## config.mk

```make
export PLATFORM = sky130hd
export DESIGN_NAME = zx_memory_mapper
export DESIGN_NICKNAME = d
export VERILOG_FILES = /design/src/rtl/zx_memory_mapper.sv
export SDC_FILE = /design/constraint.sdc
export NUM_CORES = 1
export LEC_CHECK = 0
export ABC_AREA = 1
export BUFFER_PORTS_ARGS = -buffer_cell sky130_fd_sc_hd__buf_2
export CAP_MARGIN = 20
export CORE_ASPECT_RATIO = 1.4
export CORE_UTILIZATION = 40
export DETAILED_ROUTE_END_ITERATION = 8
export PLACE_DENSITY_LB_ADDON = 0.15
export SETUP_SLACK_MARGIN = 0.5
export SLEW_MARGIN = 20
export SYNTH_ARGS = -nofsm -noshare
export SYNTH_HDL_FRONTEND = slang
export SYNTH_SLANG_ARGS = --single-unit
export TNS_END_PERCENT = 30
```

## constraint.sdc

```tcl
create_clock -name clock -period 1.9 [get_ports clock]
set_clock_uncertainty 0.1 [all_clocks]
set_input_delay 0.285 -clock clock [delete_from_list [all_inputs] [get_ports clock]]
set_output_delay 0.285 -clock clock [all_outputs]
set_load 0.02 [all_outputs]
```

## src/rtl/zx_memory_mapper.sv

```systemverilog
// Memory paging unit for the ZX Spectrum 128/+2A/+3 core with DivMMC.
// Decodes the 7FFD/1FFD/E3 ports, runs the DivMMC automapper and drives the SRAM/ROM selects.
// Optional +3 paging (1FFD port, special all-RAM modes) is enabled by defining PLUS3_EN.
module zx_memory_mapper #(
  parameter int unsigned RAM_AW   = 21,
  parameter int unsigned BANK_W   = 3,
  parameter int unsigned DIV_PW   = 4,
  parameter int unsigned DIV_BASE = 'h40000
) (
  input  logic              clock,
  input  logic              reset,
  input  logic              ce,
  input  logic              mreq,
  input  logic              iorq,
  input  logic              wr,
  input  logic              m1,
  input  logic              rfsh,
  input  logic [15:0]       a,
  input  logic [7:0]        d,
  output logic [RAM_AW-1:0] sramA,
  output logic              sramWe,
  output logic [1:0]        romSel,
  output logic [15:0]       romA,
  output logic              vduPage,
  output logic              cn
);

  localparam logic [RAM_AW-1:0] DivBase = RAM_AW'(DIV_BASE);

  logic [BANK_W-1:0] bank_q, bank_d;
  logic              vdu_q, vdu_d;
  logic              rom0_q, rom0_d;
  logic              lock_q, lock_d;
  logic              conmem_q, conmem_d;
  logic [DIV_PW-1:0] div_page_q, div_page_d;
  logic              mapram_q, mapram_d;
  logic              m1on_q, m1on_d;
  logic              automap_q, automap_d;

  logic              port_7ffd, port_e3, fetch, map, special, rom1;
  logic [1:0]        trap_page;
  logic [BANK_W-1:0] bank_wr;

`ifdef PLUS3_EN
  logic       special_q, special_d;
  logic [1:0] config_q, config_d;
  logic       port_1ffd;

  // Bank for quadrant q in each special all-RAM configuration
  function automatic logic [2:0] special_bank(input logic [1:0] cfg, input logic [1:0] q);
    unique case (cfg)
      2'd0:    special_bank = {1'b0, q};
      2'd1:    special_bank = {1'b1, q};
      2'd2:    special_bank = (q == 2'd3) ? 3'd3 : {1'b1, q};
      default: special_bank = (q == 2'd0) ? 3'd4 : (q == 2'd1) ? 3'd7 : (q == 2'd2) ? 3'd6 : 3'd3;
    endcase
  endfunction

  assign port_7ffd = !iorq && !wr && !a[15] && !a[14] && !a[1];
  assign port_1ffd = !iorq && !wr && (a[15:12] == 4'b0001) && !a[1];
  assign special   = special_q;
  assign rom1      = config_q[1];
  assign trap_page = {rom1, rom0_q};
`else
  assign port_7ffd = !iorq && !wr && !a[15] && !a[1];
  assign special   = 1'b0;
  assign rom1      = 1'b0;
  // 48K BASIC traps qualify whenever rom0 selects the 48K ROM
  assign trap_page = {1'b1, rom0_q};
`endif

  assign port_e3 = !iorq && !wr && (a[7:0] == 8'hE3);
  // Refresh cycles never count as fetches
  assign fetch   = !mreq && !m1 && rfsh;
  assign map     = conmem_q | automap_q;

  // Bank value from a 7FFD write: d[2:0] low, extra bits taken from d[7] downwards
  always_comb begin
    bank_wr = '0;
    for (int i = 0; i < BANK_W; i++) begin
      if (i < 3) bank_wr[i] = d[i];
      else       bank_wr[i] = d[7 - (BANK_W - 1 - i)];
    end
  end

  // Next state: port writes, automapper and synchronous reset
  always_comb begin
    bank_d     = bank_q;
    vdu_d      = vdu_q;
    rom0_d     = rom0_q;
    lock_d     = lock_q;
    conmem_d   = conmem_q;
    div_page_d = div_page_q;
    mapram_d   = mapram_q;
    m1on_d     = m1on_q;
    automap_d  = automap_q;
`ifdef PLUS3_EN
    special_d  = special_q;
    config_d   = config_q;
    if (port_1ffd && !lock_q) begin
      special_d = d[0];
      config_d  = d[2:1];
    end
`endif
    if (port_7ffd && !lock_q) begin
      bank_d = bank_wr;
      vdu_d  = d[3];
      rom0_d = d[4];
      lock_d = d[5];
    end
    if (port_e3) begin
      conmem_d   = d[7];
      div_page_d = d[DIV_PW-1:0];
      mapram_d   = mapram_q | d[6];
    end
    if (fetch) begin
      if (a == 16'h0000 || a == 16'h0008 || a == 16'h0038 || a == 16'h0066) begin
        m1on_d = 1'b1;
      end else if ((a == 16'h04C6 || a == 16'h0562) && trap_page == 2'b11) begin
        m1on_d = 1'b1;
      end else if (a[15:3] == 13'h3FF) begin
        m1on_d = 1'b0;
      end else if (a[15:8] == 8'h3D && trap_page == 2'b11) begin
        m1on_d    = 1'b1;
        automap_d = 1'b1;
      end
    end
    if (m1) automap_d = m1on_q;
    if (!reset) begin
      bank_d     = '0;
      vdu_d      = 1'b0;
      rom0_d     = 1'b0;
      lock_d     = 1'b0;
      conmem_d   = 1'b0;
      div_page_d = '0;
      mapram_d   = 1'b0;
      m1on_d     = 1'b0;
      automap_d  = 1'b0;
`ifdef PLUS3_EN
      special_d  = 1'b0;
      config_d   = 2'b00;
`endif
    end
  end

  // State register; reset is synchronous and gated by ce like every other update
  always_ff @(posedge clock) begin
    if (ce) begin
      bank_q     <= bank_d;
      vdu_q      <= vdu_d;
      rom0_q     <= rom0_d;
      lock_q     <= lock_d;
      conmem_q   <= conmem_d;
      div_page_q <= div_page_d;
      mapram_q   <= mapram_d;
      m1on_q     <= m1on_d;
      automap_q  <= automap_d;
`ifdef PLUS3_EN
      special_q  <= special_d;
      config_q   <= config_d;
`endif
    end
  end

  logic [BANK_W-1:0] sel_bank;
  logic [DIV_PW-1:0] div_sel;
  logic              is_bank, is_div, writable, contended;

  // Address decode: pick the target (bank, DivMMC RAM or ROM) for the current bus address
  always_comb begin
    sel_bank = '0;
    div_sel  = '0;
    is_bank  = 1'b0;
    is_div   = 1'b0;
    writable = 1'b0;
    romSel   = 2'd0;
    sramA    = '0;
    if (special) begin
`ifdef PLUS3_EN
      sel_bank = BANK_W'(special_bank(config_q, a[15:14]));
`endif
      is_bank  = 1'b1;
      writable = 1'b1;
    end else begin
      unique case (a[15:14])
        2'd0: begin
          if (map) begin
            if (!a[13]) begin
              if (mapram_q) begin
                is_div  = 1'b1;
                div_sel = DIV_PW'(3);
              end else begin
                romSel = 2'd2;
              end
            end else begin
              is_div   = 1'b1;
              div_sel  = div_page_q;
              writable = 1'b1;
            end
          end else begin
            romSel = 2'd1;
          end
        end
        2'd1: begin
          is_bank  = 1'b1;
          sel_bank = BANK_W'(5);
          writable = 1'b1;
        end
        2'd2: begin
          is_bank  = 1'b1;
          sel_bank = BANK_W'(2);
          writable = 1'b1;
        end
        default: begin
          is_bank  = 1'b1;
          sel_bank = bank_q;
          writable = 1'b1;
        end
      endcase
    end
    if (is_bank) sramA = RAM_AW'({sel_bank, a[13:0]});
    if (is_div)  sramA = DivBase + RAM_AW'({div_sel, a[12:0]});
  end

  // Contention: +3 contends banks 4-7, 128K contends the odd banks
  always_comb begin
`ifdef PLUS3_EN
    contended = ((sel_bank >> 2) == BANK_W'(1));
`else
    contended = sel_bank[0];
`endif
  end

  assign cn      = is_bank && contended;
  assign sramWe  = !(!mreq && !wr && (is_bank || is_div) && writable);
  assign romA    = {rom1, rom0_q, a[13:0]};
  assign vduPage = vdu_q;

endmodule

```

Word-level counts from Yosys, hierarchy flattened. Cells that the tools add are included.

Bits of input ports: 32. Output and inout bits: 42. Logic and storage cells: 99. Register bits after elaboration: 14.

Add/subtract/negate cells: 1. Reductions and logical operators: 32. Bitwise operators: 2. Muxes and demuxes: 36. Eq/ne operators: 19.

Operators with widths (count): 16-bit by 11-bit equality test with 1-bit output, second input constant (2); 1-bit two-way mux (23); 21-bit two-way mux (1); 19-bit by 17-bit adder with 20-bit output, first input constant (1); 17-bit two-way mux (1); 16-bit by 4-bit equality test with 1-bit output, second input constant (1); 16-bit by 6-bit equality test with 1-bit output, second input constant (1); 16-bit by 7-bit equality test with 1-bit output, second input constant (1); 16-bit logical NOT (1); 4-bit two-way mux (4); 13-bit by 10-bit equality test with 1-bit output, second input constant (1); 1-bit logical AND (13); 2-bit two-way mux (5); 3-bit inequality test, second input constant (3); 3-bit one-hot mux with 3 select lines (1); 8-bit by 6-bit equality test with 1-bit output, second input constant (1); 8-bit equality test, second input constant (1); 1-bit logical NOT (8); 2-bit by 1-bit inequality test with 1-bit output, second input constant (3); 3-bit by 1-bit inequality test with 1-bit output, second input constant (2); 6-bit AND reduction (1); 1-bit logical OR (5); 5-bit by 1-bit inequality test with 1-bit output, second input constant (1); 2-bit AND reduction (2); other kinds (6) (7).

Depth between registers and ports, before layout. Gate-level depths: netlist (run 1).

Depth in word-level cells: 8. Gate-level depth with buffers: 9. Mapped depth without buffers: 9.

Worst setup path before layout (run 1). OpenSTA, ideal clock, no wires.

Kind: register to output. Start: register automap_q. End: output sramA[10]. Stages on the path, launching flop included: 8. Data required time: 1.515 ns. Buffers on the path: 1. Data arrival time: 1.090 ns. Path slack: 0.425 ns. Path through: edfxtp_1 -> nor2_1 -> inv_1 -> nand2_1 -> nand2_1 -> inv_1 -> buf_2 -> nor2_1.

Cells in the longest elaborated chain, start to end: 4.

RTL lines: start, declared (RTL line 38) `logic automap_q, automap_d;`; start signal, assigned (RTL line 157) `automap_q <= automap_d;`; 1-bit bitwise OR (RTL line 75) `assign map = conmem_q | automap_q;`; 1-bit two-way mux (RTL line 187) `if (map) begin`; 1-bit two-way mux (RTL line 185) `unique case (a[15:14])`; 21-bit two-way mux (RTL line 222) `if (is_div) sramA = DivBase + RAM_AW'({div_sel, a[12:0]});`; end, declared (RTL line 20) `output logic [RAM_AW-1:0] sramA,`.

Every way passes these cells.

Worst setup path in the final report (run 1).
Start: register conmem_q. End: output sramA[3].

Cells in the longest elaborated chain, start to end: 4.

RTL lines: start, declared (RTL line 34) `logic conmem_q, conmem_d;`; start signal, assigned (RTL line 153) `conmem_q <= conmem_d;`; 1-bit bitwise OR (RTL line 75); 1-bit two-way mux (RTL line 187); 1-bit two-way mux (RTL line 185); 21-bit two-way mux (RTL line 222).

Every way passes these cells.

==> flow_metrics.env, run 1 <==
export IMPL_cts_root_buf="clkbuf_4"
export IMPL_grt_use_total_pct=17.4
export IMPL_crit_path_top_delay_cell="edfxtp_1"
export IMPL_die_w_um=47.7
export IMPL_antenna_found_initial=0
export IMPL_netlist_instances=177
export IMPL_synth_top_area_share_pct=36.0
export IMPL_clkTransAtPathRegs_ns=0.07
export IMPL_fin_crit_sh_pct=95.2
export IMPL_core_sq_um=2700
export IMPL_crit_arrival_ns=1.42
export IMPL_dr_pass1_iters=4
export IMPL_drt_iter0_markers=27
export IMPL_post_drt_via_cell_ratio=4.49
export IMPL_clockBufferDepth=2
export IMPL_cp_num_buf_inv=4
export IMPL_clkSinkCount=14
export IMPL_antenna_cells=0
export IMPL_mostFrequentLayoutCells="buf_2, nand2_1, nor2_1"
export IMPL_hp_class="input port to flop"
export IMPL_final_util_pct=59.9
export IMPL_hpwlAfterDp_um=2180
export IMPL_synth_seq_area_share_pct=36.0
export IMPL_drc=0
export IMPL_hold_viol=0
export IMPL_h_tree_depth=1
export IMPL_required_ns=1.51
export IMPL_dieArea_sq_um=3140
export IMPL_initial_core_util_pct=43.3
export IMPL_num_vias=1230
export IMPL_whs_ns=0.169
export IMPL_gp_congestion=0.794
export IMPL_ys_warn_count=0
export IMPL_dp_slack_ns=0.170
export IMPL_slowest_delay_ns=0.39
export IMPL_cp_max_fo=6
export IMPL_layout_commonest_cell="buf_2"
export IMPL_r2r_setup_slack_ns=0.49
export IMPL_total_power_uw=817
export IMPL_clock_latency_ns=0.27
export IMPL_status="finished clean"
export IMPL_cp_top_family="buffers and inverters"
export IMPL_max_freq_mhz=553
export IMPL_wl_per_cell_um=10.1
export IMPL_mappedNetlistArea_sq_um=1170
export IMPL_syn_avg_cell_area_sq_um=6.60
export IMPL_grt_max_degree=13
export IMPL_worst_slack_ns=0.0917
export IMPL_synth_seq_cells=14
export IMPL_grt_remaining_overflow=0
export IMPL_cts_buffers=3
export IMPL_totalWireLength_um=2770
export IMPL_nets=272
export IMPL_postRouteAntennaNets=0
export IMPL_power_leakage_uw=0.000867
export IMPL_setup_viol=0
export IMPL_power_density_nw_per_um2=506
export IMPL_chipHeight_um=66.0
export IMPL_ys_flop_type="edfxtp_1"
export IMPL_grt_pass1_vias=1050
export IMPL_drive_gt1_share_pct=40.3
export IMPL_grt_pass1_wl_um=3970
export IMPL_start_kind="flop"
export IMPL_path_class="flop to output pin"
export IMPL_io_buffers=69
export IMPL_cts_tree="built"
export IMPL_crit_chain="nor2_2, inv_1, nand2_2, nand2_4, inv_8, buf_6, nor2_1, buf_4"
export IMPL_yosysTopAreaCell="edfxtp_1"
export IMPL_pin_count=74
export IMPL_synth_cell_types=18
export IMPL_post_route_min_period_ns=1.81
export IMPL_report_final_slew_viol_count=0
export IMPL_vdd_drop_max_uv=383
export IMPL_async_flop_share_pct=0
export IMPL_area_growth_pct=38.2
export IMPL_critPathCaptureType="output pin"
export IMPL_synth_edf_count=14
export IMPL_cts_hold_buf=0
export IMPL_max_cap_violations=0
export IMPL_placementRows=22
export IMPL_synth_area_leaders="edfxtp_1, buf_4, nor2_1"
export IMPL_rsz0062_at_grt="true"
export IMPL_final_setup_tns_ns=0
## power by group
group | internal [uW] | switching, uW
combinational | 112 | 185
sequential | 360 | 5.36
clock | 73.2 | 80.5
## logic make-up after synthesis
family / share of synthesized area [%]
and+or+nand+nor: 34.3
DFF: 36.0
AOI/OAI and AO/OA: 5.89
other: 0.321
buffers and inverters: 23.6
## Yosys cell counts (2+ instances only)
| cell | count |
|---|---|
| a21oi_1 | 3 |
| buf_4 | 20 |
| edfxtp_1 | 14 |
| inv_1 | 31 |
| nand2_1 | 38 |
| nand3_1 | 10 |
| nand4_1 | 2 |
| nor2_1 | 40 |
| nor3_1 | 2 |
| o21ai_0 | 9 |
## layer usage
metal	share of wire, %	up-vias	global-route usage (%)
li1	-	645	-
met1	36	535	16.9
met2	57	46	31.9
met3	5.7	4	2.19
met4	1.2	0	10.8
met5	0	-	0
## worst min-delay path, delay by kind of cell
| kind | cells | cell delay, ns |
|---|---|---|
| buf+inv | 2 | 0.11 |
| simple gates | 1 | 0.04 |
## registers in the layout (all words and copies together) (netlist names)
name,cells
vduPage,1
automap_q,1
div_page_q,4
bank_q,3
m1on_q,1
conmem_q,1
lock_q,1
mapram_q,1
rom0_q,1
## metrics by stage
step / area, sq um / std cells
floorplan: 1190 / 180
global placement: 1430 / 264
detailed placement: 1430 / 264
CTS: 1560 / 273
global route: 1620 / 274
finish: 1620 / 274
## path summary, 6_finish.rpt
check	start	end	cells past startpoint
worst max-delay path	conmem_q	sramA[3]	8
worst min-delay path	d[7]	conmem_q	3
worst min register to register	m1on_q	automap_q	2
worst max register to register	rom0_q	m1on_q	6
## timing repair
item	in CTS	in global routing
pin swaps	3	1
setup endpoints to repair	29	29
hold endpoints to repair	0	0
gates resized for setup	21	15
setup buffers	5	1
gates cloned	1	0
## layout make-up
| type | count | area [sq um] |
|---|---|---|
| Sequential cell | 14 | 420 |
| Clock buffer | 3 | 22.5 |
| Tap cell | 36 | 45.0 |
| Timing Repair Buffer | 76 | 462 |
| Multi-Input combinational cell | 113 | 534 |
| Timing Repair inverter | 1 | 7.51 |
| Inverter | 31 | 124 |
| Fill cell | 297 | 1080 |
No activity file was read; power rests on OpenSTA's default activity.
==> inputs of run 2 (changes only) <==
RECOVER_POWER = 50   (was unset)
==> run 2 against run 1 <==
Flip-flop and latch count is the same. Die area unchanged. Clock power about the same. Highest routed layer unchanged. Global-route usage did not move. Sequential power hardly changed. Clock-buffer cell count unchanged. Non-clock buffer count did not move. Total power down 0.70%.
==> flow_metrics.env, run 2 (same netlist as run 1, synthesis figures left out) <==
export IMPL_status="finished clean"
export IMPL_clockBufferDepth=2
export IMPL_fillCellCount=302
export IMPL_wl_per_cell_um=10.1
export IMPL_grt_pass1_wl_um=3970
export IMPL_startpoint="conmem_q"
export IMPL_crit_path_top_delay_cell="edfxtp_1"
export IMPL_grt_max_degree=13
export IMPL_slew_headroom_pct=63.3
export IMPL_max_freq_mhz=553
export IMPL_io_buffers=69
export IMPL_critPathCapture="sramA[3]"
export IMPL_dieArea_sq_um=3140
export IMPL_power_density_nw_per_um2=510
export IMPL_report_final_slew_viol_count=0
export IMPL_core_sq_um=2700
export IMPL_cp_num_buf_inv=4
export IMPL_placementRows=22
export IMPL_tightest_slew_ns=0.550
export IMPL_postRouteAntennaNets=0
export IMPL_clock_latency_ns=0.27
export IMPL_start_kind="flop"
export IMPL_crit_chain="nor2_2, inv_1, nand2_2, nand2_4, inv_8, buf_6, nor2_1, buf_4"
export IMPL_post_route_min_period_ns=1.81
export IMPL_mostFrequentLayoutCells="buf_2, nand2_1, nor2_1"
export IMPL_rsz0062_at_grt="true"
export IMPL_cts_buffers=3
export IMPL_cp_depth=8
export IMPL_largest_reg_flops=4
export IMPL_slowest_delay_ns=0.39
export IMPL_reg_top3="div_page_q: 4 flops, bank_q: 3 flops"
export IMPL_fin_crit_sh_pct=95.2
export IMPL_crit_arrival_ns=1.42
export IMPL_chipHeight_um=66.0
export IMPL_grt_pass1_vias=1050
export IMPL_final_util_pct=59.0
export IMPL_initial_core_util_pct=43.3
export IMPL_power_leakage_uw=0.000816
export IMPL_cp_top_family="buffers and inverters"
export IMPL_grt_remaining_overflow=0
export IMPL_vdd_drop_max_uv=382
export IMPL_path_class="flop to output pin"
export IMPL_largest_register="div_page_q"
export IMPL_r2r_start="lock_q"
export IMPL_totalWireLength_um=2780
export IMPL_drc=0
export IMPL_drt_iter0_markers=17
export IMPL_num_vias=1227
export IMPL_clkTransAtPathRegs_ns=0.07
export IMPL_dr_pass1_iters=4
export IMPL_hpwlAfterDp_um=2180
export IMPL_fin_cells=274
export IMPL_r2r_setup_slack_ns=0.43
export IMPL_setup_viol=0
export IMPL_cts_hold_buf=0
export IMPL_antenna_found_initial=0
export IMPL_pin_count=74
export IMPL_drive_gt1_share_pct=32.8
export IMPL_grt_use_total_pct=17.4
export IMPL_hold_viol=0
export IMPL_cts_tree="built"
export IMPL_h_tree_depth=1
export IMPL_antenna_cells=0
export IMPL_die_w_um=47.7
export IMPL_critPathCaptureType="output pin"
export IMPL_cts_root_buf="clkbuf_4"
export IMPL_placedCellCount=264
export IMPL_hp_class="input port to flop"
export IMPL_area_growth_pct=36.1
export IMPL_layout_commonest_cell="buf_2"
export IMPL_rr_endpoint="rom0_q"
export IMPL_post_drt_via_cell_ratio=4.48
export IMPL_nets=272
export IMPL_ff2ff_path_depth=4
export IMPL_gp_congestion=0.794
export IMPL_clkSinkCount=14
export IMPL_final_setup_tns_ns=0
export IMPL_cp_max_fo=6
export IMPL_max_cap_violations=0
export IMPL_required_ns=1.51
export IMPL_hold_start="d[7]"
-- run 2: cell count changes in the layout (fill, tap and decap cells not counted) --
cell      delta
buf_2       -17
clkbuf_1    +18
buf_4        -1
-- run 2: cell type report --
| class | count | area (sq um) | share of cell area [%] |
|---|---|---|---|
| Clock buffer | 3 | 22.5 | 1.42 |
| Tap cell | 36 | 45.0 | 2.83 |
| Timing Repair inverter | 1 | 7.51 | 0.472 |
| Inverter | 31 | 124 | 7.79 |
| Sequential cell | 14 | 420 | 26.4 |
| Multi-Input combinational cell | 113 | 534 | 33.6 |
| Timing Repair Buffer | 76 | 437 | 27.5 |
-- run 2: repair_timing --
item | in CTS | in global routing
pin swaps | 3 | 1
resized for setup | 21 | 15
endpoints found under the setup margin | 29 | 29
setup buffers | 5 | 1
gates cloned | 1 | 0
-- run 2: tightest hold or removal path: cells and delay by family --
kind	cells	cell delay, ns
buffers and inverters	2	0.11
AND/OR/NAND/NOR	1	0.04
-- run 2: per-layer routing --
metal  share of wire (%)  up-vias  track usage (%)
li1                    -      647                -
met1                  36      530             16.9
met2                  57       46             31.9
met3                 6.0        4             2.19
met4                 1.2        0             10.8
met5                   0        -                0
-- run 2: where the power goes --
part	switching, uW	internal [uW]	total (uW)
logic	186	106	292
registers	5.41	361	366
clock network	80.2	73.2	153
-- run 2: stage by stage --
step           power, uW  instance area, sq um  hold slack [ns]  setup WS [ns]
6_report             811                  1590            0.169         0.0918
4_1_cts              811                  1560            0.156         0.0838
3_3_place_gp         630                  1430            0.432          0.203
5_1_grt              865                  1590            0.179         0.0205
3_5_place_dp         630                  1430            0.439          0.170
2_1_floorplan        553                  1190            0.358          0.466
-- run 2: worst min path at each step --
stage,endpoint,slack [ns],depth (start not counted)
floorplan,conmem_q,0.36,2
finish,conmem_q,0.17,3
CTS,conmem_q,0.16,3
global placement,automap_q,0.43,2
detailed placement,automap_q,0.44,2
global route,conmem_q,0.18,3
==> inputs of run 3 (changes only) <==
ABC_AREA = unset   (was 1)
BUFFER_PORTS_ARGS = -buffer_cell sky130_fd_sc_hd__buf_4   (was -buffer_cell sky130_fd_sc_hd__buf_2)
CAP_MARGIN = 40   (was 20)
==> run 3 against run 2 <==
Sequential share of layout area is 1.2 points lower. First-iteration DRC count is 35% lower. Non-clock buffer count is 3 lower. Register-to-register slack worse by 0.03 ns. Cell area is 4.6% higher. Synthesized cell count is 31% lower. Critical path type unchanged. Highest routed layer unchanged.
==> flow_metrics.env, run 3 <==
export IMPL_initial_core_util_pct=42.3
export IMPL_grt_pass1_wl_um=4320
export IMPL_rr_endpoint="m1on_q"
export IMPL_synth_area_leaders="edfxtp_1, buf_4, and2_1"
export IMPL_critPathCaptureType="output pin"
export IMPL_cts_tree="built"
export IMPL_post_synth_top_count_cell="buf_4"
export IMPL_clkTransAtPathRegs_ns=0.08
export IMPL_tightest_slew_ns=0.552
export IMPL_totalWireLength_um=2960
export IMPL_max_freq_mhz=536
export IMPL_synth_cell_types=38
export IMPL_slew_headroom_pct=63.2
export IMPL_path_class="flop to output pin"
export IMPL_cts_buffers=3
export IMPL_synth_commonest_cells="buf_4, and2_1, edfxtp_1"
export IMPL_antenna_cells=0
export IMPL_synth_edf_count=14
export IMPL_num_vias=1073
export IMPL_clockBufferDepth=2
export IMPL_finish_instance_area_sq_um=1660
export IMPL_dr_pass1_iters=4
export IMPL_drt_iter0_markers=11
export IMPL_synth_top_area_share_pct=38.0
export IMPL_pin_count=74
export IMPL_cts_root_buf="clkbuf_4"
export IMPL_power_density_nw_per_um2=522
export IMPL_r2r_start="rom0_q"
export IMPL_chipHeight_um=64.3
export IMPL_ys_warn_count=0
export IMPL_wl_per_cell_um=13.7
export IMPL_mostFrequentLayoutCells="buf_4, clkbuf_1, edfxtp_1, buf_6, and2_4"
export IMPL_setup_viol=0
export IMPL_hold_viol=0
export IMPL_h_tree_depth=1
export IMPL_layout_commonest_cell="buf_4"
export IMPL_core_sq_um=2620
export IMPL_critPathCapture="sramA[14]"
export IMPL_hp_class="input port to flop"
export IMPL_whs_ns=0.194
export IMPL_rsz0062_at_grt="true"
export IMPL_power_leakage_uw=0.000710
export IMPL_grt_max_degree=14
export IMPL_largest_register="div_page_q"
export IMPL_fin_crit_sh_pct=98.2
export IMPL_grt_remaining_overflow=0
export IMPL_gp_congestion=0.823
export IMPL_vdd_drop_max_uv=450
export IMPL_fillCellCount=252
export IMPL_dieArea_sq_um=2990
export IMPL_dp_slack_ns=0.0738
export IMPL_final_setup_tns_ns=0
export IMPL_syn_avg_cell_area_sq_um=9.00
export IMPL_antenna_found_initial=0
export IMPL_total_power_uw=869
export IMPL_post_route_min_period_ns=1.87
export IMPL_area_growth_pct=50.3
export IMPL_clkSinkCount=14
export IMPL_placed_cell_area_sq_um=1570
export IMPL_r2r_setup_slack_ns=0.40
export IMPL_largest_reg_flops=4
export IMPL_reg_top3="div_page_q: 4 flops, bank_q: 3 flops"
export IMPL_io_buffers=69
export IMPL_ys_flop_type="edfxtp_1"
export IMPL_die_w_um=46.5
export IMPL_report_final_slew_viol_count=0
export IMPL_yosysTopAreaCell="edfxtp_1"
export IMPL_startpoint="automap_q"
export IMPL_mappedNetlistArea_sq_um=1110
export IMPL_post_drt_via_cell_ratio=4.97
export IMPL_start_kind="flop"
export IMPL_drive_gt1_share_pct=47.8
export IMPL_clock_latency_ns=0.27
export IMPL_synth_seq_cells=14
export IMPL_drc=0
export IMPL_status="finished clean"
export IMPL_required_ns=1.51
export IMPL_hpwlAfterDp_um=2290
export IMPL_grt_pass1_vias=1005
export IMPL_worst_slack_ns=0.0343
export IMPL_crit_arrival_ns=1.48
export IMPL_ff2ff_path_depth=4
export IMPL_placementRows=22
export IMPL_grt_use_total_pct=19.7
export IMPL_async_flop_share_pct=0
export IMPL_postRouteAntennaNets=0
export IMPL_max_cap_violations=0
export IMPL_synth_seq_area_share_pct=38.0
export IMPL_netlist_instances=123
export IMPL_cp_max_fo=4
export IMPL_nets=213
## run 3: cell types whose count changed after synthesis, moves of 2 or more
cell	previous run	this run
and2_1	0	20
nand2_1	38	8
a21boi_0	0	2
nor4b_1	0	2
and3_1	0	2
or2_1	0	3
inv_1	31	3
nor2_1	40	8
nor4bb_1	0	2
o21ai_0	9	5
nand3_1	10	2
## run 3: area by class of cell
type | count | area (sq um) | share of cell area (%)
Tap cell | 36 | 45.0 | 2.71
Multi-Input combinational cell | 86 | 628 | 37.7
Clock inverter | 1 | 3.75 | 0.226
Clock buffer | 3 | 22.5 | 1.35
Sequential cell | 14 | 420 | 25.3
Inverter | 3 | 11.3 | 0.677
Timing Repair Buffer | 73 | 533 | 32.0
## run 3: cell families (layout without fill, tap and decap cells)
group	after synthesis	after routing	synth area share, %
AND/OR/NAND/NOR	61	62	32.5
buffers and inverters	27	80	16.9
AO/OA/AOI/OAI	20	20	12.2
flip-flops	14	14	38.0
other	1	4	0.339
## run 3: metal layers
layer	wire, um	global-route usage (%)
met2	1620	35.1
met1	1110	21.0
met3	173	1.69
met4	55	11.4
met5	0	0
## run 3: worst min-delay path by stage
stage,startpoint,endpoint,slack (ns),cells after the start
detailed placement,d[4],rom0_q,0.48,2
finish,d[5],lock_q,0.19,2
floorplan,d[6],mapram_q,0.38,2
global placement,d[5],lock_q,0.47,2
CTS,d[4],rom0_q,0.19,2
global route,d[5],lock_q,0.19,2
## run 3: power breakdown
group	internal [uW]	switching [uW]	leakage [uW]
registers	359	6.68	0.000129
logic	160	176	0.000566
clock network	76.1	90.7	0.0000154
total	595	273	0.000710
## run 3: critical path: stages (launching register included)
cell	delay (ns)
edfxtp_1	0.41
or2_4	0.27
o21ai_4	0.11
nor2_1	0.10
a21o_1	0.17
buf_4	0.15
## run 3: what timing repair did
action,4_1_cts,5_1_grt
hold buffers,0,0
endpoints found under the setup margin,28,35
cloned,1,0
buffers inserted,2,0
pin swaps,14,12
resized for setup,17,13
## run 3: through the flow
stage | util [%] | instances
after global routing | 63.6 | 216
after floorplan | - | 126
after CTS | 64.4 | 216
after global placement | 60.1 | 209
final | 63.6 | 216
after detailed placement | 60.1 | 209
